[src/rtl/bus_generator_arbiter_pkg.sv]
// ---------------------------------------------------------------------------
// bus_generator_arbiter_pkg
//   Shared definitions for the shared-bus generator/arbiter.
//   Contents:
//     ID_W        - width of the destination ID carried in each packet's MSBs
//     PKT_MAX     - widest packet the destination helper accepts
//     laneState_t - per-bus transaction FSM states (IDLE, POP, PUSH)
//     destOf()    - pulls the destination ID from a packet of width sz
// ---------------------------------------------------------------------------
package bus_generator_arbiter_pkg;

  localparam int ID_W    = 8;
  localparam int PKT_MAX = 256;

  typedef enum logic [1:0] {
    IDLE = 2'd0,
    POP  = 2'd1,
    PUSH = 2'd2
  } laneState_t;

  // The caller zero-extends its packet to PKT_MAX bits, so shifting the top
  // ID_W bits of the real packet down to bit 0 yields the destination.
  function automatic logic [ID_W-1:0] destOf(input logic [PKT_MAX-1:0] pkt,
                                             input int unsigned sz);
    return ID_W'(pkt >> (sz - ID_W));
  endfunction

endpackage

[src/rtl/bus_generator_arbiter_lane.sv]
// ---------------------------------------------------------------------------
// bus_lane
//   One independent bus: round-robin arbiter, transaction FSM, packet
//   register and push decode.
//   Ports:
//     clk     - rising-edge clock
//     reset   - asynchronous active-low reset
//     pndng   - per-terminal FIFO non-empty flags
//     D_pop   - per-terminal FIFO head word (first-word fall-through)
//     pop     - registered one-cycle dequeue strobe per terminal
//     push    - registered one-cycle enqueue strobe per terminal
//     D_push  - packet presented to every terminal (held between pushes)
// ---------------------------------------------------------------------------
module bus_lane
  import bus_generator_arbiter_pkg::*;
#(
  parameter int         drvrs     = 4,
  parameter int         pckg_sz   = 32,
  parameter logic [7:0] broadcast = 8'hFF
) (
  input  logic                              clk,
  input  logic                              reset,
  input  logic [drvrs-1:0]                  pndng,
  input  logic [drvrs-1:0][pckg_sz-1:0]     D_pop,
  output logic [drvrs-1:0]                  pop,
  output logic [drvrs-1:0]                  push,
  output logic [drvrs-1:0][pckg_sz-1:0]     D_push
);

  localparam int SEL_W = $clog2(drvrs);

  laneState_t         state_q, state_d;
  logic [SEL_W-1:0]   sel_q, sel_d;
  logic [SEL_W-1:0]   ptr_q, ptr_d;
  logic [pckg_sz-1:0] pkt_q, pkt_d;
  logic [drvrs-1:0]   pop_q, pop_d;
  logic [drvrs-1:0]   push_q, push_d;

  // State and output registers; reset clears every output asynchronously.
  always_ff @(posedge clk or negedge reset) begin
    if (!reset) begin
      state_q <= IDLE;
      sel_q   <= '0;
      ptr_q   <= '0;
      pkt_q   <= '0;
      pop_q   <= '0;
      push_q  <= '0;
    end else begin
      state_q <= state_d;
      sel_q   <= sel_d;
      ptr_q   <= ptr_d;
      pkt_q   <= pkt_d;
      pop_q   <= pop_d;
      push_q  <= push_d;
    end
  end

  // Next-state logic. Strobes are computed one state ahead so that pop is
  // high during POP and push is high during PUSH straight from flops. The
  // packet register doubles as the D_push driver: it loads on the edge that
  // starts PUSH and therefore holds until the next PUSH begins.
  always_comb begin
    logic            found;
    int              idx;
    logic [ID_W-1:0] dest;
    state_d = state_q;
    sel_d   = sel_q;
    ptr_d   = ptr_q;
    pkt_d   = pkt_q;
    pop_d   = '0;
    push_d  = '0;
    found   = 1'b0;
    idx     = 0;
    dest    = '0;
    case (state_q)
      IDLE: begin
        // Search upward from the pointer with wrap; first pending wins.
        for (int i = 0; i < drvrs; i++) begin
          idx = int'(ptr_q) + i;
          if (idx >= drvrs) idx = idx - drvrs;
          if (!found && pndng[idx]) begin
            found = 1'b1;
            sel_d = SEL_W'(idx);
          end
        end
        if (found) begin
          pop_d[sel_d] = 1'b1;
          state_d      = POP;
        end
      end
      POP: begin
        pkt_d = D_pop[sel_q];
        dest  = destOf(PKT_MAX'(D_pop[sel_q]), pckg_sz);
        if (dest == broadcast) begin
          push_d        = '1;
          push_d[sel_q] = 1'b0;
        end else if (int'(dest) < drvrs) begin
          push_d[dest[SEL_W-1:0]] = 1'b1;
        end
        state_d = PUSH;
      end
      PUSH: begin
        ptr_d   = (int'(sel_q) == drvrs - 1) ? '0 : SEL_W'(sel_q + 1'b1);
        state_d = IDLE;
      end
      default: state_d = IDLE;
    endcase
  end

  assign pop  = pop_q;
  assign push = push_q;

  // Every terminal sees the same packet; only the push strobes select.
  always_comb begin
    for (int i = 0; i < drvrs; i++) D_push[i] = pkt_q;
  end

endmodule

[src/rtl/bus_generator_arbiter.sv]
// ---------------------------------------------------------------------------
// bus_generator_arbiter
//   Shared-bus generator/arbiter: moves packets from granted terminal FIFOs
//   to the terminal named in the packet's top byte (or to all others on
//   broadcast). One bus_lane per parallel bus.
//   Ports:
//     clk     - rising-edge clock
//     reset   - asynchronous active-low reset
//     pndng   - [bits][drvrs] FIFO non-empty flags
//     D_pop   - [bits][drvrs] FIFO head words
//     pop     - [bits][drvrs] dequeue strobes
//     push    - [bits][drvrs] enqueue strobes
//     D_push  - [bits][drvrs] packets presented to terminals
// ---------------------------------------------------------------------------
module bus_generator_arbiter
  import bus_generator_arbiter_pkg::*;
#(
  parameter int         bits      = 1,
  parameter int         drvrs     = 4,
  parameter int         pckg_sz   = 32,
  parameter logic [7:0] broadcast = 8'hFF
) (
  input  logic                                      clk,
  input  logic                                      reset,
  input  logic [bits-1:0][drvrs-1:0]                pndng,
  input  logic [bits-1:0][drvrs-1:0][pckg_sz-1:0]   D_pop,
  output logic [bits-1:0][drvrs-1:0]                pop,
  output logic [bits-1:0][drvrs-1:0]                push,
  output logic [bits-1:0][drvrs-1:0][pckg_sz-1:0]   D_push
);

  // Buses share nothing but the clock and reset.
  for (genvar b = 0; b < bits; b++) begin : g_lane
    bus_lane #(
      .drvrs     (drvrs),
      .pckg_sz   (pckg_sz),
      .broadcast (broadcast)
    ) u_lane (
      .clk    (clk),
      .reset  (reset),
      .pndng  (pndng[b]),
      .D_pop  (D_pop[b]),
      .pop    (pop[b]),
      .push   (push[b]),
      .D_push (D_push[b])
    );
  end

endmodule

[config.mk]
export PLATFORM = sky130hd
export DESIGN_NAME = bus_generator_arbiter
export DESIGN_NICKNAME = d
export VERILOG_FILES = /design/src/rtl/bus_generator_arbiter_pkg.sv /design/src/rtl/bus_generator_arbiter_lane.sv /design/src/rtl/bus_generator_arbiter.sv
export SDC_FILE = /design/constraint.sdc
export NUM_CORES = 1
export LEC_CHECK = 0
export CORE_MARGIN = 3
export CORE_UTILIZATION = 38
export DETAILED_ROUTE_END_ITERATION = 6
export PLACE_DENSITY = 0.95
export SYNTH_ARGS = -nofsm -noshare
export SYNTH_HDL_FRONTEND = slang
export SYNTH_HIERARCHICAL = 1
export SYNTH_SLANG_ARGS = --single-unit
[constraint.sdc]
create_clock -name clk -period 4 [get_ports clk]
set_input_delay 0.6 -clock clk [delete_from_list [all_inputs] [get_ports clk]]
set_output_delay 0.6 -clock clk [all_outputs]
set_load 0.02 [all_outputs]
# ---- Word-level counts from Yosys, hierarchy flattened
# Index checks and enable logic that the tools add are counted.
dict set report totals {
  register_bits 46
  latch_bits 0
  ram_bits 0
  rom_bits 0
  inputBits 134
  output_inout_bits 136
  wordCells 94
  n_memories 0
}
dict set report classes {
  addsub 8
  multipliers 0
  div_mod_pow 0
  magnitude_cmp 15
  eq_ne 5
  n_shift 0
  n_mux 49
  n_bitwise 1
  reduce_logical 10
}
# operator count
set op_table {}
lappend op_table {{32-bit two-way mux} 9}
lappend op_table {{32-bit by 4-bit less-than comparator with 1-bit output, second input constant} 4}
lappend op_table {{32-bit by 4-bit greater-or-equal comparator with 1-bit output, second input constant} 3}
lappend op_table {{32-bit by 4-bit subtractor with 32-bit output, second input constant} 3}
lappend op_table {{32-bit binary-select mux with 2-bit select} 1}
lappend op_table {{4-bit two-way mux} 5}
lappend op_table {{1-bit two-way mux} 19}
lappend op_table {{2-bit two-way mux} 7}
lappend op_table {{2-bit by 3-bit less-than comparator with 1-bit output, second input constant} 3}
lappend op_table {{1-bit binary-select mux with 2-bit select} 4}
lappend op_table {{8-bit equality test, second input constant} 1}
lappend op_table {{8-bit by 3-bit less-than comparator with 1-bit output, second input constant} 1}
lappend op_table {{2-bit by 2-bit adder with 3-bit output, second input constant} 2}
lappend op_table {{1-bit demux with 2-bit select} 3}
lappend op_table {{2-bit by 1-bit greater-or-equal comparator with 1-bit output, second input constant} 3}
lappend op_table {{1-bit logical AND} 6}
lappend op_table {{2-bit by 1-bit equality test with 1-bit output, second input constant} 2}
lappend op_table {{4-bit inverter} 1}
lappend op_table {{2-bit case mux with 2 select lines} 1}
lappend op_table {{2-bit by 3-bit subtractor with 4-bit output, second input constant} 1}
lappend op_table {{2-bit by 1-bit adder with 3-bit output, second input constant} 1}
lappend op_table {{2-bit by 3-bit greater-or-equal comparator with 1-bit output, second input constant} 1}
lappend op_table {{1-bit zero test} 3}
lappend op_table {{2-bit by 1-bit adder with 2-bit output, second input constant} 1}
lappend op_table {{3 further kinds} 3}

# ---- Logic depth before layout (Yosys ltp)
dict set report logic_depth {
  depth_word 26
  mapped_depth 7
  depth_no_buf 5
}

# ---- Least setup slack after synthesis
# No wires, ideal clock.
dict set report synth_timing {
  path_kind {reg-to-reg}
  startpoint {reg g_lane[0].u_lane.sel_q[0]}
  endpoint {reg g_lane[0].u_lane.pkt_q[19]}
  setup_time_ns 0.125
  arrival_time_ns 1.832
  required_time_ns 3.875
  slack_ns 2.043
  path_stages_with_launch 6
  n_path_buf 3
  synth_period_minus_slack_ns 1.957
  cell_sequence {dfrtp_1 > buf_6 > buf_4 > buf_2 > mux4_2 > mux2_2}
}
dict set report synth_between {
  elab_chain_cells 2
}
# item line_no
set synth_lines {}
lappend synth_lines {{start, declared} bus_generator_arbiter_lane.sv:33} ;# logic [SEL_W-1:0] sel_q, sel_d;
lappend synth_lines {{start signal, assigned} bus_generator_arbiter_lane.sv:50} ;# sel_q <= sel_d;
lappend synth_lines {{32-bit binary-select mux with 2-bit select} bus_generator_arbiter_lane.sv:92} ;# pkt_d = D_pop[sel_q];
lappend synth_lines {{32-bit two-way mux (not written as such)} bus_generator_arbiter_lane.sv:92}
lappend synth_lines {{end signal, assigned} bus_generator_arbiter_lane.sv:52} ;# pkt_q <= pkt_d;
lappend synth_lines {{end, declared} bus_generator_arbiter_lane.sv:35} ;# logic [pckg_sz-1:0] pkt_q, pkt_d;
# No other way between the ends. The select of a mux whose other input is x is not followed.
# A chain may end at the register's enable or synchronous reset.

# ---- Final worst setup path
dict set report layout_timing {
  startpoint {in pndng[0] in the netlist's numbering}
  endpoint {reg g_lane[0].u_lane.pop_q[2]}
}
dict set report layout_between {
  elab_chain_cells 23
  word_cells_on_any_way 38
  cone_classes {2 x order compare; 29 x mux; 7 x reduce/logical}
}
# item line_no
set layout_lines {}
lappend layout_lines {{start, declared} bus_generator_arbiter.sv:25} ;# input logic [bits-1:0][drvrs-1:0] pndng,
lappend layout_lines {{1-bit binary-select mux with 2-bit select} bus_generator_arbiter_lane.sv:81} ;# if (!found && pndng[idx]) begin
lappend layout_lines {{1-bit two-way mux (not written as such) (2 in series)} bus_generator_arbiter_lane.sv:81}
lappend layout_lines {{1-bit two-way mux} bus_generator_arbiter_lane.sv:81}
lappend layout_lines {{1-bit two-way mux} bus_generator_arbiter_lane.sv:75} ;# case (state_q)
lappend layout_lines {{1-bit zero test} bus_generator_arbiter_lane.sv:81}
lappend layout_lines {{1-bit logical AND} bus_generator_arbiter_lane.sv:81}
lappend layout_lines {{1-bit two-way mux} bus_generator_arbiter_lane.sv:81}
lappend layout_lines {{1-bit two-way mux} bus_generator_arbiter_lane.sv:75}
lappend layout_lines {{(+7 left out)} -}
lappend layout_lines {{2-bit two-way mux} bus_generator_arbiter_lane.sv:75}
lappend layout_lines {{2-bit by 3-bit less-than comparator with 1-bit output (not written as such) / 2-bit by 1-bit greater-or-equal comparator with 1-bit output (equally long branches)} bus_generator_arbiter_lane.sv:87} ;# pop_d[sel_d] = 1'b1;
lappend layout_lines {{1-bit logical AND (not written as such)} bus_generator_arbiter_lane.sv:87}
lappend layout_lines {{1-bit two-way mux (not written as such)} bus_generator_arbiter_lane.sv:87}
lappend layout_lines {{1-bit demux with 2-bit select} -}
lappend layout_lines {{4-bit two-way mux *} bus_generator_arbiter_lane.sv:86} ;# if (found) begin
lappend layout_lines {{4-bit two-way mux *} bus_generator_arbiter_lane.sv:75}
lappend layout_lines {{via g_lane[0].u_lane.pop_d[2]} bus_generator_arbiter_lane.sv:36} ;# logic [drvrs-1:0] pop_q, pop_d;
lappend layout_lines {{end signal, assigned} bus_generator_arbiter_lane.sv:53} ;# pop_q <= pop_d;
lappend layout_lines {{end, declared} bus_generator_arbiter_lane.sv:36}
# The timed path passes the listed nets; every way through them passes the cells marked *. The select of a mux whose other input is x is not followed.

==> run_results.csv <==
group,metric,value,unit
status,status,"finished clean",
cells_and_area,diodes,0,
drt,viasPerCell,4.98,
cells_and_area,n_fill_cell,728,
clock_network,cts_sinks,46,
yosys,synthTopCellsByCount,"buf_4, dfrtp_1, mux2_2",
yosys,ys.flop_type,"dfrtp_1",
global_route,grt_antenna_before_repair,0,
drt,first_pass_iters,4,
setup_path,cpMaxStageDelayCell,"clkdlybuf4s50_1",
floorplanning,die_h,105,um
clock_network,clockRootBuffer,"clkbuf_8",
yosys,yosys.area.top_type,"dfrtp_1",
hold_path,hp-class,"in2async",
drt,vias,3050,
timing,finalWorstPathRequiredPeriod,2.51,ns
power,p_per_area,849,nW/um2
yosys,synthArstFlopShare,1.00,
floorplanning,start_util,0.395,
timing,fin_tns_setup,0,ns
clock_network,clockBufferDepth,2,
timing,slew_viol_final,0,
timing,setup_viol,0,
floorplanning,rows,35,
setup_path,regToRegSetupSlack,1.64,ns
floorplanning,design.core.area,9370,um2
cells_and_area,ff_latch_area,1150,um2
yosys,synth_seq_cells,46,
placement,dp_cells,604,
global_route,grt_start_max_net_pins,47,
floorplanning,die_w,105,um
timing,setup_ws,1.49,ns
job,drv_cap,0,
cells_and_area,area_delta_synth_final,58.5,%
setup_path,arrival,2.71,ns
cells_and_area,post_route_cells_drive_above_1_share,0.159,
clock_network,cts.clk_slew.worst_paths,0.10,ns
setup_path,worst-path-buf-inv,1,
cells_and_area,multi_input_area,1720,um2
drt,drt-total-wl,12.4,mm
clock_network,cts_buffers,5,
floorplanning,ios,270,
drt,post_drt_wl_per_cell,20.3,um
setup_path,critPathLaunchType,"input port",
yosys,syn-instance-count,320,
yosys,synth_edf_count,0,
floorplanning,die_area,11000,um2
setup_path,crit_family,"simple AND/OR/NAND/NOR gates",
yosys,netlist_area,3700,um2
yosys,yosysMostFrequentCell,"buf_4",
drt,drcViolationCount,0,
power,leakage,0.00227,uW
placement,portBuffers,269,
clock_network,insertion_delay,0.30,ns
global_route,gr-total-overflow,0,
power,finalPower,4980,uW
timing,slew_headroom,0.288,
placement,dp_slack,1.18,ns
setup_path,critPathKind,"in2reg",
yosys,synth_top_area_share,0.311,
yosys,ys_types,48,
drt,ant_nets,0,
yosys,synth_fp_nets,458,
setup_path,path_cells,"clkdlybuf4s50_1 -> nor2_1 -> or4b_1 -> a21o_1 -> a31oi_1 -> and3b_1",
cells_and_area,nets,620,
setup_path,cpPeakStageDelay,0.76,ns
timing,rsz0062_at_grt,"false",
setup_path,worstPathRequired,4.20,ns
drt,drt-initial-drc-count,120,
placement,gp_congestion,0.865,
global_route,grt_use_total,0.224,
global_route,first_global_vias,3223,
clock_network,post-cts-setup-buffers,0,
yosys,synth_seq_area_share,0.311,
global_route,grt_pass1_wl,19.4,mm
clock_network,postCtsResizedCells,0,
clock_network,htreeDepth,2,
clock_network,cts_hold_buf,0,
setup_path,endpoint_kind,"flop",
timing,hold_slack,0.479,ns
timing,finalHoldViolations,0,
timing,finalCritPeriodShare,0.628,
yosys,ys_top_cells_by_area,"dfrtp_1, buf_4, mux4_2",
setup_path,critPathMaxFanout,16,
yosys,synth_area_per_cell,11.6,um2
timing,max_freq,398,MHz
timing,fin_skew,0.0112,ns
yosys,ys_warn_count,6,
clock_network,cts_tree,"built",
power,irDropWorstVdd,427,uV
cells_and_area,finalNonFillerCells,612,
timing,tightest_slew,1.07,ns
placement,hpwl,10.1,mm
final timing paths:
path / end / cells past startpoint / startpoint
setup / recovery: g_lane[0].u_lane/pop[2] / 6 / pndng[0]
hold / removal: g_lane[0].u_lane/pkt_q[28] / 1 / reset
setup reg to reg: g_lane[0].u_lane/push[1] / 5 / g_lane[0].u_lane/sel_q[0]
hold reg to reg: g_lane[0].u_lane/pkt_q[27] / 1 / g_lane[0].u_lane/pkt_q[27]
max in group asynchronous: g_lane[0].u_lane/sel_q[0] / 1 / reset
min in group clk: g_lane[0].u_lane/pkt_q[27] / 1 / g_lane[0].u_lane/pkt_q[27]
sequential cells by signal (all words and copies together), names as in the netlist:
name	count
g_lane.u_lane/sel_q	2
g_lane.u_lane/pop	4
g_lane.u_lane/pkt_q	32
g_lane.u_lane/push	4
g_lane.u_lane/state_q	2
g_lane.u_lane/ptr_q	2
logic make-up after synthesis:
family,after synthesis,share of synthesized area
fa+ha+maj,4,0.0135
compound gates,29,0.0541
buf+inv,121,0.225
mux,71,0.315
flops,46,0.311
simple gates,49,0.0815
final cells by class:
| type | count | share of cell area |
|---|---|---|
| clock buffer | 7 | 0.0164 |
| clock inverter | 1 | 0.00149 |
| inverter | 5 | 0.00320 |
| multi-input combinational | 153 | 0.294 |
| sequential | 46 | 0.197 |
| tap | 129 | 0.0275 |
| timing repair buffer | 271 | 0.461 |
metrics by stage:
| stage | instance area, um2 | util |
|---|---|---|
| final | 5860 | 0.626 |
| after global routing | 5860 | 0.626 |
| after CTS | 5860 | 0.626 |
| after detailed placement | 5760 | 0.614 |
| after global placement | 5760 | 0.614 |
| after floorplan | 3700 | - |
where the power goes:
part	switching [uW]	internal, uW	leakage (uW)
Combinational	1660	1900	0.00166
Sequential	408	686	0.000554
Clock	165	159	0.0000544
cells in the final DEF (no fill, tap or decap), drive strengths merged, types with 2 or more instances in the layout:
cell type / synthesis / final
clkdlybuf4s50: 0 / 268
dfrtp: 46 / 46
mux2: 33 / 33
mux4: 32 / 32
nor2: 8 / 8
clkbuf: 7 / 7
o21ai: 7 / 7
mux2i: 6 / 6
nand2: 6 / 6
inv: 5 / 5
nor3b: 5 / 5
and2: 4 / 4
ha: 4 / 4
a21oi: 3 / 3
and3: 3 / 3
nand2b: 3 / 3
and3b: 3 / 3
o32ai: 3 / 3
buf: 109 / 3
or3: 2 / 2
a21o: 2 / 2
nor4bb: 2 / 2
o31ai: 2 / 2
nand4: 2 / 2
nor3: 2 / 2
nor2b: 2 / 2
nor4: 2 / 2
routing by layer:
metal / global-route usage / part of all wire / vias to the layer above
met5: 0 / 0 / -
met4: 0.0366 / 0.0074 / 0
met3: 0.0611 / 0.067 / 7
met2: 0.408 / 0.54 / 115
met1: 0.267 / 0.39 / 1532
li1: - / - / 1396
Power figures use the tool's default switching activity.
